File: src/rtl/sub_seq_if.sv
// Operand/result handshake bundle for sub_seq. The zero/neg/ovf flag signals
// exist only when SUB_SEQ_FLAGS_EN is defined.
interface sub_seq_if #(
    parameter int N = 32
);
    logic         in_valid;
    logic         in_ready;
    logic [N-1:0] a;
    logic [N-1:0] b;
    logic         out_valid;
    logic         out_ready;
    logic [N-1:0] diff;
    logic         borrow;
`ifdef SUB_SEQ_FLAGS_EN
    logic         zero;
    logic         neg;
    logic         ovf;
`endif

`ifdef SUB_SEQ_FLAGS_EN
    modport slave (
        input  in_valid, a, b, out_ready,
        output in_ready, out_valid, diff, borrow, zero, neg, ovf
    );
    modport master (
        output in_valid, a, b, out_ready,
        input  in_ready, out_valid, diff, borrow, zero, neg, ovf
    );
`else
    modport slave (
        input  in_valid, a, b, out_ready,
        output in_ready, out_valid, diff, borrow
    );
    modport master (
        output in_valid, a, b, out_ready,
        input  in_ready, out_valid, diff, borrow
    );
`endif
endinterface

File: src/rtl/sub_seq.sv
// Multi-cycle chunked subtractor: diff = a - b, CHUNK bits per clock, LS chunk first.
// Optional zero/neg/ovf result flags are enabled by defining SUB_SEQ_FLAGS_EN.
//
//   state | meaning
//   IDLE  | waiting for an operand pair (in_ready high)
//   BUSY  | subtracting one chunk per cycle, borrow carried in borrow_q
//   DONE  | result held on diff/borrow until out_ready
module sub_seq #(
    parameter int N     = 32,
    parameter int CHUNK = 8
) (
    input  logic     clk,
    input  logic     rst,
    sub_seq_if.slave bus
);
    localparam int C     = N / CHUNK;
    localparam int IDX_W = (C > 1) ? $clog2(C) : 1;

    typedef enum logic [1:0] {IDLE, BUSY, DONE} state_t;

    state_t           state;
    logic [N-1:0]     a_q;
    logic [N-1:0]     b_q;
    logic [N-1:0]     diff_q;
    logic             borrow_q;
    logic [IDX_W-1:0] idx;

    logic [CHUNK:0]   chunk_res;
    logic [N-1:0]     diff_nxt;
    logic             last_chunk;

    // Full-width view of the result after this cycle's chunk, so the flags can
    // be registered on the same edge that enters DONE.
    always_comb begin
        chunk_res = {1'b0, a_q[idx*CHUNK +: CHUNK]}
                  - {1'b0, b_q[idx*CHUNK +: CHUNK]}
                  - {{CHUNK{1'b0}}, borrow_q};
        diff_nxt = diff_q;
        diff_nxt[idx*CHUNK +: CHUNK] = chunk_res[CHUNK-1:0];
    end

    assign last_chunk = (idx == IDX_W'(C - 1));

`ifdef SUB_SEQ_FLAGS_EN
    logic zero_q;
    logic neg_q;
    logic ovf_q;
`endif

    always_ff @(posedge clk) begin
        if (rst) begin
            state    <= IDLE;
            a_q      <= '0;
            b_q      <= '0;
            diff_q   <= '0;
            borrow_q <= 1'b0;
            idx      <= '0;
`ifdef SUB_SEQ_FLAGS_EN
            zero_q   <= 1'b0;
            neg_q    <= 1'b0;
            ovf_q    <= 1'b0;
`endif
        end else begin
            case (state)
                IDLE: begin
                    if (bus.in_valid) begin
                        a_q      <= bus.a;
                        b_q      <= bus.b;
                        borrow_q <= 1'b0;
                        idx      <= '0;
                        state    <= BUSY;
                    end
                end
                BUSY: begin
                    diff_q   <= diff_nxt;
                    borrow_q <= chunk_res[CHUNK];
                    if (last_chunk) begin
                        // Parked at 0 so idx never selects past the operand.
                        idx   <= '0;
                        state <= DONE;
`ifdef SUB_SEQ_FLAGS_EN
                        zero_q <= (diff_nxt == '0);
                        neg_q  <= diff_nxt[N-1];
                        ovf_q  <= (a_q[N-1] != b_q[N-1]) && (diff_nxt[N-1] != a_q[N-1]);
`endif
                    end else begin
                        idx <= idx + 1'b1;
                    end
                end
                DONE: begin
                    if (bus.out_ready) begin
                        state <= IDLE;
                    end
                end
                default: state <= IDLE;
            endcase
        end
    end

    assign bus.in_ready  = (state == IDLE) && !rst;
    assign bus.out_valid = (state == DONE);
    assign bus.diff      = diff_q;
    assign bus.borrow    = borrow_q;
`ifdef SUB_SEQ_FLAGS_EN
    assign bus.zero      = zero_q;
    assign bus.neg       = neg_q;
    assign bus.ovf       = ovf_q;
`endif
endmodule

File: src/flat_wrapper.sv
// flat-port wrapper written by rule: the top's interface ports become plain ports
module sub_seq_flat 
#(
    parameter int N     = 32,
    parameter int CHUNK = 8
)
  (clk, rst, bus_in_valid, bus_a, bus_b, bus_out_ready, bus_in_ready, bus_out_valid, bus_diff, bus_borrow);
  sub_seq_if #(.N(N)) bus_i ();
  input  logic clk;
  input  logic rst;
  input wire logic [$bits(bus_i.in_valid)-1:0] bus_in_valid;
  input wire logic [$bits(bus_i.a)-1:0] bus_a;
  input wire logic [$bits(bus_i.b)-1:0] bus_b;
  input wire logic [$bits(bus_i.out_ready)-1:0] bus_out_ready;
  output wire logic [$bits(bus_i.in_ready)-1:0] bus_in_ready;
  output wire logic [$bits(bus_i.out_valid)-1:0] bus_out_valid;
  output wire logic [$bits(bus_i.diff)-1:0] bus_diff;
  output wire logic [$bits(bus_i.borrow)-1:0] bus_borrow;
  assign bus_i.in_valid = bus_in_valid;
  assign bus_i.a = bus_a;
  assign bus_i.b = bus_b;
  assign bus_i.out_ready = bus_out_ready;
  assign bus_in_ready = bus_i.in_ready;
  assign bus_out_valid = bus_i.out_valid;
  assign bus_diff = bus_i.diff;
  assign bus_borrow = bus_i.borrow;
  sub_seq #(.N(N), .CHUNK(CHUNK)) u_core (.clk(clk), .rst(rst), .bus(bus_i));
endmodule
File: config.mk
export PLATFORM = sky130hd
export DESIGN_NAME = sub_seq_flat
export DESIGN_NICKNAME = d
export VERILOG_FILES = /design/src/rtl/sub_seq_if.sv /design/src/rtl/sub_seq.sv /design/src/flat_wrapper.sv
export SDC_FILE = /design/constraint.sdc
export NUM_CORES = 1
export LEC_CHECK = 0
export BUFFER_PORTS_ARGS = -buffer_cell sky130_fd_sc_hd__clkbuf_2
export CAP_MARGIN = 20
export CELL_PAD_IN_SITES_DETAIL_PLACEMENT = 0
export CELL_PAD_IN_SITES_GLOBAL_PLACEMENT = 1
export CORE_MARGIN = 5
export CORE_UTILIZATION = 40
export DETAILED_ROUTE_END_ITERATION = 10
export PLACE_DENSITY_LB_ADDON = 0.1
export REMOVE_ABC_BUFFERS = 1
export SETUP_SLACK_MARGIN = 0.05
export SLEW_MARGIN = 10
export SYNTH_ARGS = -nofsm -noshare
export SYNTH_HDL_FRONTEND = slang
export SYNTH_SLANG_ARGS = --single-unit
export TNS_END_PERCENT = 20
File: constraint.sdc
create_clock -name clk -period 4.3 [get_ports clk]
set_clock_uncertainty 0.1 [all_clocks]
set_input_delay 0.86 -clock clk [delete_from_list [all_inputs] [get_ports clk]]
set_output_delay 0.86 -clock clk [all_outputs]
set_load 0.005 [all_outputs]
==> results of run 1 <==
[state kept, by name (all words and copies together), names as in the netlist]
name               count
u_core.a_q            32
u_core.b_q            32
u_core.bus.diff       32
u_core.idx             2
u_core.state           2
u_core.bus.borrow      1
[kinds of logic after synthesis]
family | after synthesis | synth area share [%]
fa+ha+maj | 20 | 6.01
mux | 17 | 8.39
xor+xnor | 6 | 1.19
simple gates | 194 | 18.3
flops | 101 | 45.8
compound gates | 113 | 15.5
buf+inv | 56 | 4.85
[layout make-up]
type	instances	area share (%)
multi-input combinational	350	41.9
clock buffer	12	2.78
sequential	101	38.8
clock inverter	4	0.624
inverter	27	1.94
timing repair buffer	108	10.6
tap	140	3.36
[layout by cell type, fill, tap and decap left out, types with 2 or more instances in the layout]
| master | Yosys | final |
|---|---|---|
| nand2b_1 | 5 | 5 |
| xor2_1 | 3 | 3 |
| nor3_1 | 3 | 3 |
| nor4b_2 | 3 | 3 |
| buf_4 | 0 | 6 |
| nand3_1 | 4 | 4 |
| a211oi_1 | 2 | 2 |
| mux4_2 | 16 | 16 |
| nor2b_1 | 2 | 2 |
| a21oi_1 | 66 | 66 |
| a32oi_1 | 4 | 4 |
| clkinvlp_4 | 0 | 2 |
| nand2_1 | 137 | 137 |
| dfxtp_1 | 101 | 100 |
| a21o_1 | 2 | 2 |
| o21ai_0 | 6 | 6 |
| a22oi_1 | 28 | 28 |
| inv_1 | 27 | 27 |
| clkbuf_8 | 0 | 10 |
| nor2_1 | 36 | 35 |
| clkbuf_2 | 0 | 101 |
| clkbuf_1 | 25 | 2 |
| xnor2_1 | 3 | 3 |
| fa_1 | 2 | 2 |
| ha_1 | 18 | 18 |
[power by group]
group	internal (W)	switching, W	total, W	leakage, nW
clock network	0.000230	0.000327	0.000557	0.0832
registers	0.000982	0.0000322	0.00101	0.825
logic	0.000160	0.000225	0.000384	1.27
total	0.00137	0.000583	0.00196	2.17
[worst register-to-register path: stages (launching register included)]
cell	delay, ns
dfxtp_2	0.81
mux4_2	0.62
ha_1	0.30
inv_1	0.04
ha_1	0.35
a21o_1	0.21
a211o_1	0.25
a221oi_2	0.27
xor2_1	0.29
o21ai_0	0.14
[per-stage QoR]
step,std cells,cell area [um2]
6_report,742,5220
5_1_grt,742,5220
4_1_cts,742,5220
3_5_place_dp,726,5040
3_3_place_gp,726,5040
2_1_floorplan,478,4300
[final timing paths]
path | start | to | slack [ns] | depth (start not counted)
hold reg to reg | u_core.b_q[5] | u_core.b_q[5] | 0.36 | 2
setup reg to reg | u_core.idx[0] | u_core.bus.diff[23] | 0.81 | 9
setup / recovery | u_core.idx[0] | u_core.bus.diff[23] | 0.81 | 9
hold / removal | u_core.b_q[5] | u_core.b_q[5] | 0.36 | 2
[layer usage]
| layer | vias to the layer above | part of all wire, % |
|---|---|---|
| met5 | - | 0 |
| met4 | 0 | 1.9 |
| met3 | 11 | 5.8 |
| met2 | 98 | 45 |
| met1 | 1724 | 47 |
| li1 | 1895 | - |
==> results.json, run 1 <==
{
  "grt_overflow": 0,
  "area_growth_pct": 18.2,
  "postCtsSetupRepairBufs": 0,
  "fin_nets": 685,
  "grt_pass1_wl_um": 17600,
  "p_total_w": 0.00196,
  "clk_pin_slew_worst_paths_ns": 0.10,
  "cp-start-kind": "flop",
  "path_common_cell": "ha_1",
  "initial_core_util_pct": 40.7,
  "vdd_drop_max_uv": 180,
  "endpoint_kind": "flop",
  "final_core_util_pct": 48.1,
  "worstSkewPairLatency_ns": 0.37,
  "drcViolationCount": 0,
  "htree_levels": 3,
  "synthTopCellsByArea": "dfxtp_1 46%, nand2_1 12%, mux4_2 8.2%, a21oi_1 7.5%, ha_1 5.1%",
  "path_cells": "mux4_2 -> ha_1 -> inv_1 -> ha_1 -> a21o_1 -> a211o_1 -> a221oi_2 -> xor2_1 -> o21ai_0",
  "wl_per_cell_um": 14.4,
  "path_buf_inv": 1,
  "tns_ns": 0,
  "min_path_type": "flop to flop",
  "via_per_inst": 5.02,
  "fmax_mhz": 286,
  "yosysSeqAreaShare_pct": 45.8,
  "grt_util_all_layers_pct": 16.6,
  "numPortBuffers": 102,
  "chipHeight_um": 115,
  "die-area_um2": 13200,
  "ys.flop_type": "dfxtp_1",
  "drv_cap": 0,
  "synth_edf_count": 0,
  "critical_path.top_delay_family": "compound AO/OA/AOI/OAI gates",
  "status": "completed",
  "synth_largest_area_cell": "dfxtp_1",
  "cts_made_buffers": 9,
  "required_ns": 4.44,
  "yosys.area.top_type_share_pct": 45.8,
  "pre_cts_ws_ns": 0.744,
  "top_usage_layer": "met2",
  "syn_area_per_cell_um2": 8.70,
  "core.rowCount": 38,
  "grt_max_degree": 51,
  "period_share_pct": 81.2,
  "synthCells": 507,
  "slew_viol_final": 0,
  "grt_antenna_before_repair": 0,
  "tightest_slew_ns": 1.04,
  "grtUsageMet2_pct": 26.1,
  "synth_area_um2": 4410,
  "grtUsageMet3_pct": 3.21,
  "critical-path-max-stage-delay_ns": 0.81,
  "crit_slowest_cell": "dfxtp_2",
  "ant_nets": 0,
  "power_density_nw_per_um2": 375,
  "seqCellArea_um2": 2020,
  "cts_tree": "yes",
  "ios": 103,
  "hold_viol": 0,
  "cts-root-buf": "clkbuf_8",
  "layout-drive-gt1-share_pct": 24.4,
  "setup_ws_ns": 0.808,
  "place.gp.congestion": 0.829,
  "multi_input_area_um2": 2180,
  "period_needed_ns": 3.49,
  "hold_buffers": 0,
  "met1_usage_pct": 22.2,
  "cp.arrival_ns": 3.63,
  "num_antenna_cells": 0,
  "clock_path_buffers": 2,
  "grt_pass1_vias": 3721,
  "synth_cell_types": 33,
  "path_class": "flop to flop",
  "first_pass_iters": 5,
  "async_flop_share_pct": 0,
  "cts_sinks": 101,
  "synth_seq_cells": 101,
  "synth_common_cells": "137 x nand2_1, 101 x dfxtp_1, 66 x a21oi_1",
  "cts_resized": 0,
  "dieWidth_um": 115,
  "drt-total-wl_um": 10700,
  "drtIter0Drc": 202,
  "hpwlAfterDp_um": 7720,
  "rsz0062_at_grt": "no",
  "path_max_fanout": 24,
  "synth_warnings": 0,
  "slew_headroom_pct": 30.8,
  "cellLeakagePower_nw": 2.17,
  "worst_hold_slack_ns": 0.357,
  "fill_cells": 1132,
  "setup_viol": 0,
  "core_um2": 10800,
  "yosysMostFrequentCell": "nand2_1",
  "num_vias": 3728
}
No activity file was read; power rests on OpenSTA's default activity.
==> inputs of run 2 (changes only) <==
ABC_AREA = 1   (was default)
CORE_UTILIZATION = 39   (was 40)
clock period = 3.5 ns   (was 4.3 ns; I/O delays follow)
==> run 2 against run 1 <==
Against the previous run: largest cell class unchanged; die area up 8.7%; sequential share of layout area decreased by 2.4 points; total power up 50%; critical path depth up 7; cell count grew 18%; register-to-register slack got worse by 0.48 ns; critical endpoint is now u_core.bus.diff[31]; clock-buffer cell count fell by 2; largest power group unchanged.
==> results.json, run 2 <==
{
  "yosysSeqAreaShare_pct": 42.9,
  "drv_cap": 0,
  "htree_levels": 3,
  "crit_end": "u_core.bus.diff[31]",
  "final_core_util_pct": 46.7,
  "synth_warnings": 0,
  "final_common_cell": "nor2_1",
  "finalNonFillerCells": 877,
  "synth_edf_count": 0,
  "synth_cell_types": 39,
  "num_antenna_cells": 0,
  "synth_area_um2": 4710,
  "dieWidth_um": 120,
  "fill_cells": 1298,
  "r2r_setup_slack_ns": 0.33,
  "synthTopCellsByArea": "dfxtp_1 43%, nor2_1 11%, o21ai_0 8.4%, nand2_1 8.1%, ha_1 4.8%",
  "layout_common_cells": "144 x nor2_1, 102 x clkbuf_2, 101 x nand2_1, 100 x dfxtp_1, 79 x o21ai_0",
  "clock_path_buffers": 2,
  "synth_common_cells": "144 x nor2_1, 102 x nand2_1, 101 x dfxtp_1",
  "min_path_type": "flop to flop",
  "grtUsageMet2_pct": 27.3,
  "hpwlAfterDp_um": 8610,
  "hold_buffers": 0,
  "ios": 103,
  "seqCellArea_um2": 2020,
  "endpoint_kind": "flop",
  "synth_seq_cells": 101,
  "worstSkewPairLatency_ns": 0.33,
  "cp-start-kind": "flop",
  "status": "completed",
  "initial_core_util_pct": 39.6,
  "setup_viol": 0,
  "tns_ns": 0,
  "grt_antenna_before_repair": 0,
  "grt_pass1_vias": 4191,
  "multi_input_area_um2": 2370,
  "chipHeight_um": 120,
  "p_total_w": 0.00293,
  "reg2reg_depth": 16,
  "pre_cts_ws_ns": 0.341,
  "vdd_drop_max_uv": 249,
  "rr_startpoint": "u_core.idx[0]",
  "via_per_inst": 4.95,
  "slew_headroom_pct": 63.7,
  "required_ns": 3.66,
  "wl_per_cell_um": 13.5,
  "fin_nets": 815,
  "syn_area_per_cell_um2": 7.33,
  "cp-startpoint": "u_core.idx[0]",
  "tightest_slew_ns": 0.544,
  "numPortBuffers": 102,
  "core_um2": 11900,
  "synthCells": 643,
  "slew_viol_final": 0,
  "yosys.area.top_type_share_pct": 42.9,
  "cts_resized": 0,
  "core.rowCount": 40,
  "fmax_mhz": 315,
  "drcViolationCount": 0,
  "drtIter0Drc": 221,
  "cts_made_buffers": 9,
  "cp.arrival_ns": 3.33,
  "hold_viol": 0,
  "drt-total-wl_um": 11800,
  "ys.flop_type": "dfxtp_1",
  "grt_overflow": 0,
  "r2r_end": "u_core.bus.diff[31]",
  "grt_util_all_layers_pct": 16.6,
  "path_max_fanout": 23,
  "met1_usage_pct": 22.4,
  "postCtsSetupRepairBufs": 0,
  "path_class": "flop to flop",
  "grtUsageMet3_pct": 2.83,
  "setup_ws_ns": 0.327,
  "die-area_um2": 14400,
  "grt_max_degree": 69,
  "cts_sinks": 101,
  "yosysMostFrequentCell": "nor2_1",
  "ant_nets": 0,
  "cellLeakagePower_nw": 2.45,
  "area_growth_pct": 18.1,
  "grt_pass1_wl_um": 19800,
  "period_needed_ns": 3.17,
  "layout-drive-gt1-share_pct": 21.2,
  "async_flop_share_pct": 0,
  "period_share_pct": 90.6,
  "rsz0062_at_grt": "no",
  "cts-root-buf": "clkbuf_16",
  "first_pass_iters": 4,
  "clk_pin_slew_worst_paths_ns": 0.06,
  "place_inst": 863,
  "top_usage_layer": "met2",
  "power_density_nw_per_um2": 527,
  "cts_tree": "yes",
  "place.gp.congestion": 0.844,
  "synth_largest_area_cell": "dfxtp_1",
  "num_vias": 4345
}
[run 2: where the power goes]
| part | internal [W] | switching [W] | total, W |
|---|---|---|---|
| Combinational | 0.000293 | 0.000482 | 0.000774 |
| Clock | 0.000473 | 0.000406 | 0.000879 |
| Sequential | 0.00123 | 0.0000528 | 0.00128 |
[run 2: cell type report]
| class | instances | area share (%) |
|---|---|---|
| Multi-Input combinational cell | 465 | 42.7 |
| Sequential cell | 101 | 36.4 |
| Timing Repair Buffer | 110 | 10.3 |
| Clock buffer | 10 | 4.12 |
| Tap cell | 147 | 3.31 |
| Inverter | 40 | 2.79 |
| Clock inverter | 4 | 0.495 |
[run 2: kinds of logic (layout without fill, tap and decap cells)]
kind of cell	count (synthesis)	count (layout)	share of synthesized area, %
AOI/OAI and AO/OA	149	149	17.5
adders and majority gates	20	20	5.63
buffers and inverters	77	164	6.77
and+or+nand+nor	292	292	26.3
xor gates and xnor gates	4	4	0.903
DFF	101	101	42.9
[run 2: through the flow]
step	cell area (um2)	hold slack, ns
after global routing	5560	0.392
after global placement	5310	0.354
after detailed placement	5310	0.358
after CTS	5560	0.368
after floorplan	4550	0.346
final	5560	0.364
[run 2: layer usage]
layer,up-vias,share of wire [%],routed length (um)
met3,5,4.6,537
met2,88,47,5490
met1,1988,48,5700
met5,-,0,0
li1,2264,-,-
met4,0,0.57,67
[run 2: worst max-delay path: stages, from the launching register on]
cell,delay (ns)
dfxtp_2,0.66
buf_4,0.31
nand2_1,0.08
a32o_1,0.25
ha_1,0.27
inv_1,0.04
ha_1,0.36
nand2_2,0.09
nor2_2,0.12
nand3_2,0.09
nand2_2,0.09
nand2_1,0.08
nand2_1,0.07
nand2_1,0.05
nand2_1,0.17
nand4_1,0.13
a21oi_1,0.15
[run 2: worst min path at each step]
| stage | cells past startpoint | slack (ns) | endpoint | start |
|---|---|---|---|---|
| after floorplan | 2 | 0.35 | u_core.a_q[25] | u_core.a_q[25] |
| after global placement | 2 | 0.35 | u_core.bus.diff[1] | u_core.bus.diff[1] |
| after detailed placement | 2 | 0.36 | u_core.bus.diff[27] | u_core.bus.diff[27] |
| after CTS | 2 | 0.37 | u_core.bus.diff[27] | u_core.bus.diff[27] |
| after global routing | 2 | 0.39 | u_core.bus.diff[10] | u_core.bus.diff[10] |
| final | 2 | 0.36 | u_core.bus.diff[26] | u_core.bus.diff[26] |
